===== src/rtl/ifid_hazard_ctrl.sv =====
// IF/ID pipeline control: PC advance, IF/ID load/hold/flush and ID/EX bubble from load-use, branch and fetch-wait.
// Latency: outputs are combinational from state and inputs; the state, wait counter and sticky timeout update on each clk edge.
// Backpressure: a load-use hazard holds PC and IF/ID; a slow fetch holds PC and feeds NOPs into IF/ID.
// Optional build macro IFID_HAZ_PERF_EN adds saturating stall/flush perf counters (tied to 0 otherwise).
module ifid_hazard_ctrl #(
    parameter int REG_W    = 5,
    parameter int WAIT_MAX = 64,
    parameter int CNT_W    = 16
) (
    input  logic             clk,
    input  logic             reset,
    input  logic             IDEX_MemRead,
    input  logic [REG_W-1:0] IDEX_rt,
    input  logic [REG_W-1:0] IFID_rs,
    input  logic [REG_W-1:0] IFID_rt,
    input  logic             branch_taken,
    input  logic             imem_ready,
    output logic             PC_write,
    output logic             IFID_write,
    output logic             IF_flush,
    output logic             IDEX_bubble,
    output logic             fetch_timeout,
    output logic [CNT_W-1:0] stall_cnt,
    output logic [CNT_W-1:0] flush_cnt
);

    // RUN: fetch data arrives normally; WAIT: fetch outstanding;
    // REDIR: the outstanding fetch was issued before a redirect and is stale.
    typedef enum logic [1:0] {
        S_RUN   = 2'd0,
        S_WAIT  = 2'd1,
        S_REDIR = 2'd2
    } state_t;

    localparam logic [CNT_W-1:0] WAIT_LIM = CNT_W'(WAIT_MAX);

    state_t           state_q, state_d;
    logic [CNT_W-1:0] wait_cnt_q, wait_cnt_d;
    logic             fetch_timeout_q, fetch_timeout_d;
    logic             luh;

    // Load-use hazard: the load in EX writes a register the ID instruction reads (r0 never hazards).
    always_comb begin
        luh = IDEX_MemRead && (IDEX_rt != '0) &&
              ((IDEX_rt == IFID_rs) || (IDEX_rt == IFID_rt));
    end

    // Next state and pipeline controls; priority is load-use, branch, fetch-wait, stale data, normal.
    always_comb begin
        state_d     = state_q;
        PC_write    = 1'b1;
        IFID_write  = 1'b1;
        IF_flush    = 1'b0;
        IDEX_bubble = 1'b0;
        if (!reset) begin
            // Safe values while held in reset: PC frozen, NOP into IF/ID, bubble into ID/EX.
            state_d     = S_RUN;
            PC_write    = 1'b0;
            IF_flush    = 1'b1;
            IDEX_bubble = 1'b1;
        end else if (luh) begin
            // Hold everything upstream; a branch in ID is re-evaluated after the stall.
            PC_write    = 1'b0;
            IFID_write  = 1'b0;
            IDEX_bubble = 1'b1;
        end else if (branch_taken) begin
            // Redirect; if the wrong-path fetch is still in flight its data must be dropped.
            IF_flush = 1'b1;
            state_d  = imem_ready ? S_RUN : S_REDIR;
        end else if (!imem_ready) begin
            PC_write = 1'b0;
            IF_flush = 1'b1;
            if (state_q == S_RUN) begin
                state_d = S_WAIT;
            end
        end else begin
            case (state_q)
                S_REDIR: begin
                    // Data that just arrived is from before the redirect: discard it and re-fetch the target.
                    PC_write = 1'b0;
                    IF_flush = 1'b1;
                    state_d  = S_RUN;
                end
                default: begin
                    state_d = S_RUN;
                end
            endcase
        end
    end

    // Fetch-wait counter (saturating) and sticky timeout flag.
    always_comb begin
        wait_cnt_d = wait_cnt_q;
        if (imem_ready) begin
            wait_cnt_d = '0;
        end else if ((state_q != S_RUN) && (wait_cnt_q < WAIT_LIM)) begin
            wait_cnt_d = wait_cnt_q + 1'b1;
        end
        fetch_timeout_d = fetch_timeout_q || (wait_cnt_d == WAIT_LIM);
    end

    // State, wait counter and timeout registers.
    always_ff @(posedge clk or negedge reset) begin
        if (!reset) begin
            state_q         <= S_RUN;
            wait_cnt_q      <= '0;
            fetch_timeout_q <= 1'b0;
        end else begin
            state_q         <= state_d;
            wait_cnt_q      <= wait_cnt_d;
            fetch_timeout_q <= fetch_timeout_d;
        end
    end

    assign fetch_timeout = fetch_timeout_q;

`ifdef IFID_HAZ_PERF_EN
    logic [CNT_W-1:0] stall_cnt_q, stall_cnt_d;
    logic [CNT_W-1:0] flush_cnt_q, flush_cnt_d;

    // Saturating perf counters: load-use stall cycles and IF/ID flush cycles.
    always_comb begin
        stall_cnt_d = stall_cnt_q;
        flush_cnt_d = flush_cnt_q;
        if (luh && (stall_cnt_q != '1)) begin
            stall_cnt_d = stall_cnt_q + 1'b1;
        end
        if (IF_flush && (flush_cnt_q != '1)) begin
            flush_cnt_d = flush_cnt_q + 1'b1;
        end
    end

    // Perf counter registers.
    always_ff @(posedge clk or negedge reset) begin
        if (!reset) begin
            stall_cnt_q <= '0;
            flush_cnt_q <= '0;
        end else begin
            stall_cnt_q <= stall_cnt_d;
            flush_cnt_q <= flush_cnt_d;
        end
    end

    assign stall_cnt = stall_cnt_q;
    assign flush_cnt = flush_cnt_q;
`else
    assign stall_cnt = '0;
    assign flush_cnt = '0;
`endif

endmodule


===== config.mk =====
export PLATFORM = sky130hd
export DESIGN_NAME = ifid_hazard_ctrl
export DESIGN_NICKNAME = d
export VERILOG_FILES = /design/src/rtl/ifid_hazard_ctrl.sv
export SDC_FILE = /design/constraint.sdc
export NUM_CORES = 1
export LEC_CHECK = 0
export CAP_MARGIN = 10
export CORE_ASPECT_RATIO = 2
export CORE_MARGIN = 2
export CORE_UTILIZATION = 46
export CTS_CLUSTER_DIAMETER = 120
export DETAILED_ROUTE_END_ITERATION = 8
export PLACE_DENSITY = 0.84
export REMOVE_ABC_BUFFERS = 1
export SYNTH_ARGS = -nofsm -noshare
export SYNTH_HDL_FRONTEND = slang
export SYNTH_SLANG_ARGS = --single-unit

===== constraint.sdc =====
create_clock -name clk -period 3.75 [get_ports clk]
set_clock_uncertainty 0.15 [all_clocks]
set_input_delay 0.9375 -clock clk [delete_from_list [all_inputs] [get_ports clk]]
set_output_delay 0.9375 -clock clk [all_outputs]
set_load 0.01 [all_outputs]

==> metrics <==
status=completed; core area=about 0.0028 mm²; tightest hold margin=0.3525 ns; synth top area cells=dfrtp_1, buf_4, xor2_1; hold crit path type=reg -> reg; Post-synth EDFFs=0; IO Pins=between 50 and 60; Flop pwr share=approximately 46%; TritonCTS clock tree=built; Inserted Clock Buffers=3; Seq/Total Area, Yosys=35.15%; Yosys reg bits=19; final setup violation count=0; Hold Fails Final Rpt=0; post-synthesis cell type count=38; CTS H-Tree Depth=1; PD cells=289.6 mW/mm²; DR vias/cell=between 5 and 6; fin cells=slightly above 200; Placer Congestion=roughly 0.73; Final Cycle Share=between 90 and 100%; Die Y=80.69 µm; area of the multi-input gates=730.7 µm²; vias in the first global route=between 1000 and 1500; largest net degree at the start of global routing=25; Ant. Diodes=0; # fillers=between 200 and 250; DRC Markers=0; postcts setup bufs=0; GR Util All Layers=around a fifth; fmax=~270 MHz; switching share of total power=roughly 29%; Avg Inst Size Synth=about 9.5 µm²; setup TNS=0 ns; worst setup path class=in -> out; post-route ant nets=0; Die Area=0.003416 mm²; Nets=200; DR pass1 iterations=4; drt total wl=2741 µm; post-placement cell count=slightly above 200; Leak=between 0.7 and 0.8 nW; top-area cell type share of the netlist area=approximately a third; dpl cell area=0.001580 mm²; Clk pwr share=about a third; internal power=approximately 330 µW; Worst setup SP type=input port; Synth Flop Type=dfrtp_1; commonest non-fill, non-tap cells in the layout=conb_1, dfrtp_1, clkdlybuf4s50_1, xor2_1; Layout area overhead=19.43%; clk slew on worst S/H paths=0.07 ns; max-slew violation count=0; Initial Utilization=just under 50%; Sink Count=19; synthesized cell area=between 0.001 and 0.0015 mm²; final instance area=approximately 0.0016 mm²; Root Buffer=clkbuf_8; Async SR Flop Fraction=100.0%; via count=~1100; Post-CTS Hold Buffers=0; unrepaired setup endpoints after global routing=no; IO buf count=24; CP Max Fanout=4; drt first-iter violations=37; worst vdd ir=between 200 and 250 µV; cell taking the most area after synthesis=dfrtp_1; worst path arrival time=between 2 and 3 ns; commonest non-fill, non-tap cell in the layout=conb_1; YS warnings=0; Data required, critical path=approximately 2.7 ns; global-route wire length before repair=4781 µm; clock latency on the worst-skew pair=roughly 0.27 ns; sw power=roughly 140 µW; CP Capture Type=output port; combinational share of power=between 20% and 30%; min Tclk post-route=~3.6 ns; Mapped Cells=between 100 and 150; antenna violations before repair=0; Detailed Place HPWL=between 2000 and 2500 µm; Rows=27; FF+latch area=about 480 µm²; share of cells above drive strength 1=between 10% and 20%; Max-Cap Viols=0; deepest clock path buffer count=2; gr ovfl total=0; Die Width=around 42 µm; WL per Instance=approximately 13 µm
synthesized netlist by cell type, types with 2 or more instances:
| master | number |
|---|---|
| o211ai_1 | 2 |
| buf_4 | 32 |
| nand2_1 | 8 |
| xor2_1 | 12 |
| inv_1 | 4 |
| nand3_1 | 4 |
| nor3_2 | 3 |
| o22ai_1 | 2 |
| nor3_1 | 3 |
| clkbuf_1 | 2 |
| nor2b_1 | 9 |
| dfrtp_1 | 19 |
| xnor2_1 | 3 |
| nor2_1 | 11 |
| or3_1 | 2 |
| a21oi_1 | 4 |
per-stage QoR:
stage	setup slack (ns)	util [%]	power, mW
global placement	-0.2267	57.05	0.3181
CTS	0.01916	58.63	0.4694
finish	0.1017	58.31	0.4678
detailed placement	-0.2971	57.05	0.3231
global route	0.02171	58.31	0.4866
floorplan	0.6628	-	0.2675
cells by family after synthesis:
| kind of cell | Yosys count | synth area share (%) |
|---|---|---|
| adders and majority gates | 1 | 0.9249 |
| buffers and inverters | 38 | 19.43 |
| and+or+nand+nor | 50 | 23.68 |
| muxes | 1 | 0.7401 |
| DFF | 19 | 35.15 |
| other | 1 | 0.2773 |
| AOI/OAI and AO/OA | 17 | 10.08 |
| xor gates and xnor gates | 15 | 9.714 |
final cells by class:
type | count | area share (%)
Multi-Input combinational cell | 116 | 45.24
Sequential cell | 19 | 29.43
Timing Repair Buffer | 35 | 19.13
Clock buffer | 3 | 2.556
Tap cell | 29 | 2.246
Inverter | 4 | 0.9295
Clock inverter | 1 | 0.4648
critical path, cell delays in order:
cell,delay [ns]
clkdlybuf4s50_1,0.47
buf_4,0.16
xor2_1,0.15
nor2_1,0.13
a22oi_2,0.10
or2_4,0.27
nand2_1,0.07
dlygate4sd2_1,0.27
registers in the layout (all words and copies together), names as in the netlist:
| register | flops |
|---|---|
| fetch_timeout | 1 |
| state_q | 2 |
| wait_cnt_q | 16 |
power by group through the flow:
stage	Clock [mW]	Combinational, mW	Sequential, mW
2_1_floorplan	0	0.0504	0.217
3_3_place_gp	0	0.101	0.217
3_5_place_dp	0	0.105	0.218
4_1_cts	0.152	0.103	0.214
5_1_grt	0.159	0.113	0.215
6_report	0.150	0.103	0.214
layer usage:
metal / global-route usage [%] / up-vias / share of wire (%)
met5: 0 / - / 0
met4: 12.50 / 0 / 3.4
met3: 1.348 / 9 / 6.9
met2: 35.85 / 75 / 56
met1: 17.86 / 494 / 33
li1: - / 483 / -
what timing repair did:
action	CTS	global route
pin swaps	2	1
endpoints found under the setup margin	4	2
resized for setup	8	3
path summary, 6_finish.rpt:
check | startpoint | to | slack, ns | cells after the start
setup / recovery | IDEX_rt[3] | IDEX_bubble | 0.10 | 8
hold / removal | fetch_timeout$_DFF_PN0_ | fetch_timeout$_DFF_PN0_ | 0.35 | 1
setup reg to reg | wait_cnt_q[13]$_DFF_PN0_ | fetch_timeout$_DFF_PN0_ | 1.94 | 5
hold reg to reg | fetch_timeout$_DFF_PN0_ | fetch_timeout$_DFF_PN0_ | 0.35 | 1
max in group asynchronous | reset | wait_cnt_q[3]$_DFF_PN0_ | 2.32 | 2
min in group asynchronous | reset | wait_cnt_q[15]$_DFF_PN0_ | 0.90 | 2
Power figures use the tool's default switching activity.
